[src/rtl/core_pkg.sv]
// Shared types and constants for the RV32E load/store path.
`timescale 1ns/1ps
package core_pkg;
    localparam int unsigned XLEN   = 32;
    localparam int unsigned RW     = 4;
    localparam int unsigned NBYTES = XLEN / 8;

    typedef enum logic [2:0] {
        F3_B  = 3'b000,
        F3_H  = 3'b001,
        F3_W  = 3'b010,
        F3_BU = 3'b100,
        F3_HU = 3'b101
    } funct3_t;

    typedef enum logic [1:0] {
        IDLE = 2'd0,
        REQ  = 2'd1,
        WAIT = 2'd2,
        DONE = 2'd3
    } lsu_state_t;

    typedef struct packed {
        logic              we;
        logic [XLEN-1:0]   addr;
        logic [XLEN-1:0]   wdata;
        logic [NBYTES-1:0] wstrb;
    } mem_req_t;
endpackage

[src/rtl/lsu_ctrl_if.sv]
// Memory request/response bus between the LSU (master) and memory (slave).
`timescale 1ns/1ps
interface lsu_ctrl_if;
    import core_pkg::*;

    logic              mem_req_valid;
    logic              mem_req_ready;
    logic              mem_req_we;
    logic [XLEN-1:0]   mem_req_addr;
    logic [XLEN-1:0]   mem_req_wdata;
    logic [NBYTES-1:0] mem_req_wstrb;
    logic              mem_rsp_valid;
    logic [XLEN-1:0]   mem_rsp_rdata;

    modport master (
        output mem_req_valid, mem_req_we, mem_req_addr, mem_req_wdata, mem_req_wstrb,
        input  mem_req_ready, mem_rsp_valid, mem_rsp_rdata
    );

    modport slave (
        input  mem_req_valid, mem_req_we, mem_req_addr, mem_req_wdata, mem_req_wstrb,
        output mem_req_ready, mem_rsp_valid, mem_rsp_rdata
    );
endinterface

[src/rtl/lsu_align.sv]
// Store lane/strobe generation, load byte/half extraction with extension,
// and misalignment / illegal-encoding detection.
`timescale 1ns/1ps
module lsu_align
    import core_pkg::*;
(
    input  funct3_t           funct3,
    input  logic              is_load,
    input  logic [1:0]        offset,
    input  logic [XLEN-1:0]   st_data,
    input  logic [XLEN-1:0]   rdata,
    output logic [XLEN-1:0]   wdata_c,
    output logic [NBYTES-1:0] wstrb_c,
    output logic [XLEN-1:0]   ld_data_c,
    output logic              fault_c
);
    logic [7:0]  byte_sel;
    logic [15:0] half_sel;

    assign byte_sel = rdata[{offset, 3'b000} +: 8];
    assign half_sel = rdata[{offset[1], 4'b0000} +: 16];

    always_comb begin
        wdata_c   = st_data;
        wstrb_c   = '1;
        ld_data_c = rdata;
        fault_c   = 1'b0;
        case (funct3)
            F3_B: begin
                wdata_c   = {4{st_data[7:0]}};
                wstrb_c   = 4'b0001 << offset;
                ld_data_c = {{(XLEN-8){byte_sel[7]}}, byte_sel};
            end
            F3_H: begin
                wdata_c   = {2{st_data[15:0]}};
                wstrb_c   = 4'b0011 << offset;
                ld_data_c = {{(XLEN-16){half_sel[15]}}, half_sel};
                fault_c   = offset[0];
            end
            F3_W: begin
                fault_c   = |offset;
            end
            // Unsigned forms exist only for loads.
            F3_BU: begin
                ld_data_c = {{(XLEN-8){1'b0}}, byte_sel};
                fault_c   = !is_load;
            end
            F3_HU: begin
                ld_data_c = {{(XLEN-16){1'b0}}, half_sel};
                fault_c   = !is_load || offset[0];
            end
            default: begin
                fault_c   = 1'b1;
            end
        endcase
    end
endmodule

[src/rtl/lsu_ctrl.sv]
// RV32E load/store unit: effective address, single-outstanding memory
// handshake, and aligned load write-back toward core control.
`timescale 1ns/1ps
module lsu_ctrl
    import core_pkg::*;
(
    input  logic            clk,
    input  logic            reset,
    input  logic            lsu_en,
    input  logic            is_load,
    input  logic [2:0]      funct3,
    input  logic [XLEN-1:0] base,
    input  logic [XLEN-1:0] imm,
    input  logic [XLEN-1:0] st_data,
    input  logic [RW-1:0]   rd,
    lsu_ctrl_if.master      mem,
    output logic            lsu_busy,
    output logic            ls_load_ready,
    output logic [RW-1:0]   ld_rd,
    output logic [XLEN-1:0] ld_data,
    output logic            ls_fault
);
    lsu_state_t        state_q, state_d;
    mem_req_t          req_q, req_d;
    logic              req_valid_q, req_valid_d;
    logic              op_load_q;
    funct3_t           op_f3_q;
    logic [1:0]        op_off_q;
    logic [RW-1:0]     op_rd_q;
    logic              fault_d, load_ready_d, accept;
    logic [XLEN-1:0]   addr;
    funct3_t           al_f3;
    logic              al_load;
    logic [1:0]        al_off;
    logic [XLEN-1:0]   al_wdata, al_ld_data;
    logic [NBYTES-1:0] al_wstrb;
    logic              al_fault;

    assign addr   = base + imm;
    assign accept = (state_q == IDLE) && lsu_en;

    // Align unit sees the live op while idle, the latched op once in flight.
    assign al_f3   = (state_q == IDLE) ? funct3_t'(funct3) : op_f3_q;
    assign al_load = (state_q == IDLE) ? is_load : op_load_q;
    assign al_off  = (state_q == IDLE) ? addr[1:0] : op_off_q;

    lsu_align u_align (
        .funct3    (al_f3),
        .is_load   (al_load),
        .offset    (al_off),
        .st_data   (st_data),
        .rdata     (mem.mem_rsp_rdata),
        .wdata_c   (al_wdata),
        .wstrb_c   (al_wstrb),
        .ld_data_c (al_ld_data),
        .fault_c   (al_fault)
    );

    always_ff @(posedge clk or posedge reset) begin
        if (reset) state_q <= IDLE;
        else       state_q <= state_d;
    end

    always_comb begin
        state_d      = state_q;
        req_d        = req_q;
        req_valid_d  = req_valid_q;
        fault_d      = 1'b0;
        load_ready_d = 1'b0;
        case (state_q)
            IDLE: begin
                if (lsu_en) begin
                    if (al_fault) begin
                        fault_d = 1'b1;
                    end else begin
                        state_d     = REQ;
                        req_valid_d = 1'b1;
                        req_d.we    = !is_load;
                        req_d.addr  = {addr[XLEN-1:2], 2'b00};
                        req_d.wdata = is_load ? '0 : al_wdata;
                        req_d.wstrb = is_load ? '0 : al_wstrb;
                    end
                end
            end
            REQ: begin
                if (mem.mem_req_ready) begin
                    state_d     = WAIT;
                    req_valid_d = 1'b0;
                end
            end
            WAIT: begin
                if (mem.mem_rsp_valid) begin
                    state_d = op_load_q ? DONE : IDLE;
                    // x0 loads complete silently so control never bypasses them.
                    load_ready_d = op_load_q && (op_rd_q != '0);
                end
            end
            DONE: begin
                state_d = IDLE;
            end
        endcase
    end

    always_ff @(posedge clk or posedge reset) begin
        if (reset) begin
            req_q         <= '0;
            req_valid_q   <= 1'b0;
            op_load_q     <= 1'b0;
            op_f3_q       <= F3_B;
            op_off_q      <= '0;
            op_rd_q       <= '0;
            lsu_busy      <= 1'b0;
            ls_load_ready <= 1'b0;
            ls_fault      <= 1'b0;
            ld_rd         <= '0;
            ld_data       <= '0;
        end else begin
            req_q         <= req_d;
            req_valid_q   <= req_valid_d;
            lsu_busy      <= (state_d != IDLE);
            ls_load_ready <= load_ready_d;
            ls_fault      <= fault_d;
            if (accept) begin
                op_load_q <= is_load;
                op_f3_q   <= funct3_t'(funct3);
                op_off_q  <= addr[1:0];
                op_rd_q   <= rd;
            end
            if (load_ready_d) begin
                ld_rd   <= op_rd_q;
                ld_data <= al_ld_data;
            end
        end
    end

    assign mem.mem_req_valid = req_valid_q;
    assign mem.mem_req_we    = req_q.we;
    assign mem.mem_req_addr  = req_q.addr;
    assign mem.mem_req_wdata = req_q.wdata;
    assign mem.mem_req_wstrb = req_q.wstrb;
endmodule

[src/flat_wrapper.sv]
// flat-port wrapper written by rule: the top's interface ports become plain ports
module lsu_ctrl_flat import core_pkg::*;
  (clk, reset, lsu_en, is_load, funct3, base, imm, st_data, rd, lsu_busy, ls_load_ready, ld_rd, ld_data, ls_fault, mem_mem_req_valid, mem_mem_req_we, mem_mem_req_addr, mem_mem_req_wdata, mem_mem_req_wstrb, mem_mem_req_ready, mem_mem_rsp_valid, mem_mem_rsp_rdata);
  lsu_ctrl_if mem_i ();
  input  logic clk;
  input  logic reset;
  input  logic lsu_en;
  input  logic is_load;
  input  logic [2:0] funct3;
  input  logic [XLEN-1:0] base;
  input  logic [XLEN-1:0] imm;
  input  logic [XLEN-1:0] st_data;
  input  logic [RW-1:0] rd;
  output logic lsu_busy;
  output logic ls_load_ready;
  output logic [RW-1:0] ld_rd;
  output logic [XLEN-1:0] ld_data;
  output logic ls_fault;
  output wire logic [$bits(mem_i.mem_req_valid)-1:0] mem_mem_req_valid;
  output wire logic [$bits(mem_i.mem_req_we)-1:0] mem_mem_req_we;
  output wire logic [$bits(mem_i.mem_req_addr)-1:0] mem_mem_req_addr;
  output wire logic [$bits(mem_i.mem_req_wdata)-1:0] mem_mem_req_wdata;
  output wire logic [$bits(mem_i.mem_req_wstrb)-1:0] mem_mem_req_wstrb;
  input wire logic [$bits(mem_i.mem_req_ready)-1:0] mem_mem_req_ready;
  input wire logic [$bits(mem_i.mem_rsp_valid)-1:0] mem_mem_rsp_valid;
  input wire logic [$bits(mem_i.mem_rsp_rdata)-1:0] mem_mem_rsp_rdata;
  assign mem_mem_req_valid = mem_i.mem_req_valid;
  assign mem_mem_req_we = mem_i.mem_req_we;
  assign mem_mem_req_addr = mem_i.mem_req_addr;
  assign mem_mem_req_wdata = mem_i.mem_req_wdata;
  assign mem_mem_req_wstrb = mem_i.mem_req_wstrb;
  assign mem_i.mem_req_ready = mem_mem_req_ready;
  assign mem_i.mem_rsp_valid = mem_mem_rsp_valid;
  assign mem_i.mem_rsp_rdata = mem_mem_rsp_rdata;
  lsu_ctrl u_core (.clk(clk), .reset(reset), .lsu_en(lsu_en), .is_load(is_load), .funct3(funct3), .base(base), .imm(imm), .st_data(st_data), .rd(rd), .mem(mem_i), .lsu_busy(lsu_busy), .ls_load_ready(ls_load_ready), .ld_rd(ld_rd), .ld_data(ld_data), .ls_fault(ls_fault));
endmodule
[config.mk]
export PLATFORM = sky130hd
export DESIGN_NAME = lsu_ctrl_flat
export DESIGN_NICKNAME = d
export VERILOG_FILES = /design/src/rtl/core_pkg.sv /design/src/rtl/lsu_ctrl_if.sv /design/src/rtl/lsu_align.sv /design/src/rtl/lsu_ctrl.sv /design/src/flat_wrapper.sv
export SDC_FILE = /design/constraint.sdc
export NUM_CORES = 1
export LEC_CHECK = 0
export BUFFER_PORTS_ARGS = -buffer_cell sky130_fd_sc_hd__buf_2
export CAP_MARGIN = 25
export CORE_MARGIN = 1.5
export CORE_UTILIZATION = 50
export CTS_CLUSTER_DIAMETER = 100
export DETAILED_ROUTE_END_ITERATION = 8
export PLACE_DENSITY = 0.83
export SYNTH_ARGS = -nofsm -noshare
export SYNTH_HDL_FRONTEND = slang
export SYNTH_SLANG_ARGS = --single-unit
[constraint.sdc]
create_clock -name clk -period 4.05 [get_ports clk]
set_input_delay 0.405 -clock clk [delete_from_list [all_inputs] [get_ports clk]]
set_output_delay 0.405 -clock clk [all_outputs]
set_load 0.02 [all_outputs]
==> metrics.md <==
| Metric | Value |
|---|---|
| Run status | finished, final reports clean |
| Num rows | 43 |
| MaxCap Viol Count | 0 |
| R2r startpoint | u_core.state_q[1]$_DFF_PP0_ |
| Synth unique cells | 61 |
| Yosys warns | 0 |
| Via count | 7012 |
| Required time of the critical path | 4.36 ns |
| Slew at the pin closest to its max-slew limit | 0.9536 ns |
| # IOs | 250 |
| Sink Count | 119 |
| Vias in the first global route | 6436 |
| DIE AREA | 0.01480 mm2 |
| Avg Synthesized Cell Area | 8.748 um2 |
| Seq/Total Area, Yosys | 42.29% |
| Fin crit share | 77.37% |
| Die width | 121.7 um |
| Starting Density | 50.93% |
| Worst R2R Setup Slack | 0.92 ns |
| Post-DRT Antenna Nets | 0 |
| Synth Register Bits | 119 |
| Data arrival time of the critical path | 3.44 ns |
| Clk Latency, worst-skew pair | 0.41 ns |
| Setup Crit Path Kind | flip-flop to flip-flop |
| Main flop type after synthesis | dfrtp_1 |
| Final nets | 1208 |
| Sum Neg Setup Slack | 0 ns |
| Startpoint types | flip-flop |
| DRC viols | 0 |
| Reg2Reg Depth | 6 |
| CTS root buf | clkbuf_16 |
| GRT Overall Usage | 27.58% |
| WL/cell | 16.77 um |
| GRT met2 Usage | 47.42% |
| CTS Buf Count | 17 |
| 1st-iter DRT viols | 673 |
| Cts repair resizes | 0 |
| Post-DR vias/cell | 5.715 |
| Busiest grt layer | met2 |
| Final Hold Viols | 0 |
| Critical Path End Type | flip-flop |
| Global-route wire length before repair | 32070 um |
| Initial antenna violation count | 0 |
| Maximum vdd drop | 0.3516 mV |
| Fmax | 319.2 MHz |
| Async SR Flop Fraction | 100.0% |
| Mapped Area | 0.007042 mm2 |
| TritonCTS clock tree | yes |
| # setup viols final | 0 |
| Hold WC Path Type | input port to asynchronous set/reset pin |
| # diodes | 0 |
| Routed WL | 20580 um |
| CORE AREA | 0.01383 mm2 |
| Final Non-Filler Cells | 1227 |
| Critical R2R Capture | u_core.mem.mem_req_wdata[20]$_DFFE_PP0P_ |
| Leakage | 4.483 nW |
| Grt ovf | 0 |
| # hold bufs at CTS | 0 |
| Fin. max-slew vios | 0 |
| Hpwl dp | 15350 um |
| Placed Cells | 1196 |
| Post-CTS setup buffer count | 0 |
| Die Y | 121.7 um |
| Layout cell share with drive strength beyond 1 | 30.28% |
| Crit path launch | u_core.state_q[1]$_DFF_PP0_ |
| Reg clk slew, reported paths | 0.05 ns |
| Max FO, Critical Path | 79 |
| H-tree Lvls | 4 |
| P&R area growth vs syn | 27.51% |
| DRT Pass-1 Iters | 5 |
| Port bufs | 247 |
| Final Critical Period | 3.133 ns |
| Global routing usage on met3 | 3.839% |
| Grt met1 use | 35.31% |
| PwrDens | 734.5 mW/mm2 |
| Gpl congestion | 0.9903 |
| Clock tree buffer depth | 2 |
| Number of synthesized flops with an enable pin | 0 |
| Largest net degree at the start of global routing | 80 |
| Clock skew | 0.01099 ns |
| RSZ-0062 raised after global routing | no |
| Mapped Cells | 805 |
| Max_slew headroom | 36.42% |
## metrics by stage
stage               hold WS [ns]  total power (W)  utilization [%]  cell area [um2]  worst slack [ns]
CTS                       0.1897         0.006605            64.94             8979            0.9608
finish                    0.1634         0.006595            64.94             8979            0.9167
floorplan                 0.4577         0.004098                -             7046            0.4875
global route              0.2290         0.006997            64.94             8979            0.6945
detailed placement        0.4644         0.005114            60.78             8404            0.8118
global placement          0.4555         0.005022            60.78             8404            0.8774
## report_power, final
group | total (W) | internal (W) | switching, W
clock network | 0.00148 | 0.000945 | 0.000533
logic | 0.00307 | 0.00108 | 0.00199
registers | 0.00205 | 0.00173 | 0.000322
total | 0.00659 | 0.00375 | 0.00284
## metal layers
metal  routed length, um  share of wire [%]  vias to the layer above
li1                    -                  -                     3332
met5                   0                  0                        -
met3                1515                7.4                       34
met1                8440                 41                     3301
met2               10190                 49                      345
met4                 438                2.1                        0
## kinds of logic after synthesis
| family | synth area share [%] |
|---|---|
| adders and majority gates | 5.792 |
| other | 0.05325 |
| buffers and inverters | 3.465 |
| muxes | 5.064 |
| xor gates and xnor gates | 3.358 |
| AOI/OAI and AO/OA | 23.49 |
| DFF | 42.29 |
| and+or+nand+nor | 16.49 |
## worst max path at each step
stage          depth (start not counted)                                        to
4_1_cts                                7   u_core.mem.mem_req_addr[22]$_DFFE_PP0P_
6_report                               6  u_core.mem.mem_req_wdata[20]$_DFFE_PP0P_
3_3_place_gp                           9            u_core.ld_data[26]$_DFFE_PP0P_
2_1_floorplan                          1             u_core.ld_data[0]$_DFFE_PP0P_
5_1_grt                                7   u_core.mem.mem_req_addr[22]$_DFFE_PP0P_
3_5_place_dp                           9            u_core.ld_data[30]$_DFFE_PP0P_
## layout make-up
cell class	count	area, um2
sequential	119	2978
timing repair buffer	255	1309
clock buffer	22	474.2
clock inverter	9	100.1
tap	180	225.2
inverter	12	47.55
multi-input combinational	630	3845
fill	1162	4848
## cells in the mapped netlist (9+ instances only)
cell type | instances | area (um2)
a21o_1 | 14 | 105.1
a21oi_1 | 51 | 255.2
a21oi_2 | 10 | 87.58
a221oi_1 | 12 | 105.1
a31oi_1 | 11 | 68.82
clkbuf_1 | 32 | 120.1
dfrtp_1 | 119 | 2978
ha_1 | 31 | 387.9
inv_1 | 11 | 41.29
mux2_2 | 11 | 123.9
mux2i_1 | 21 | 210.2
nand2_1 | 152 | 570.6
nand3_1 | 14 | 70.07
nor2_1 | 58 | 217.7
nor3_1 | 9 | 45.04
o21ai_0 | 104 | 520.5
o31ai_1 | 14 | 105.1
xnor2_1 | 13 | 113.9
xor2_1 | 14 | 122.6
## registers in the layout (all words and copies together), names as in the netlist
register and count:
u_core.mem.mem_req_wstrb 4, u_core.state_q 2, u_core.mem.mem_req_valid 1, u_core.op_off_q 2
u_core.ld_rd 4, u_core.op_load_q 1, u_core.op_f3_q 3, u_core.ld_data 32
u_core.lsu_busy 1, u_core.ls_fault 1, u_core.op_rd_q 4, u_core.mem.mem_req_wdata 32
u_core.mem.mem_req_we 1, u_core.mem.mem_req_addr 30, u_core.ls_load_ready 1
## cells in the final DEF (no fill, tap or decap), types with 6 or more instances in the layout
cell type    n
a221oi_1    12
nand2_1    151
a21oi_1     51
nor2_1      58
o31ai_1     13
nand4_1      6
o21ai_0    104
inv_1       10
ha_1        31
a21o_1      14
clkbuf_16   17
buf_2      247
nor3_1       9
buf_4        7
xnor2_1     13
mux2_2      11
nor2b_1      8
xor2_1      14
a21oi_2     10
a31oi_1     11
dfrtp_1    119
mux2i_1     21
nand3_1     14
## worst max-delay path: stages (launching register included)
cell     delay (ns)
dfrtp_1        0.42
nor2_4         0.45
mux2i_1        0.69
a22o_1         0.36
nand2_4        0.42
buf_12         0.39
o31ai_1        0.26
Power figures use the tool's default switching activity.
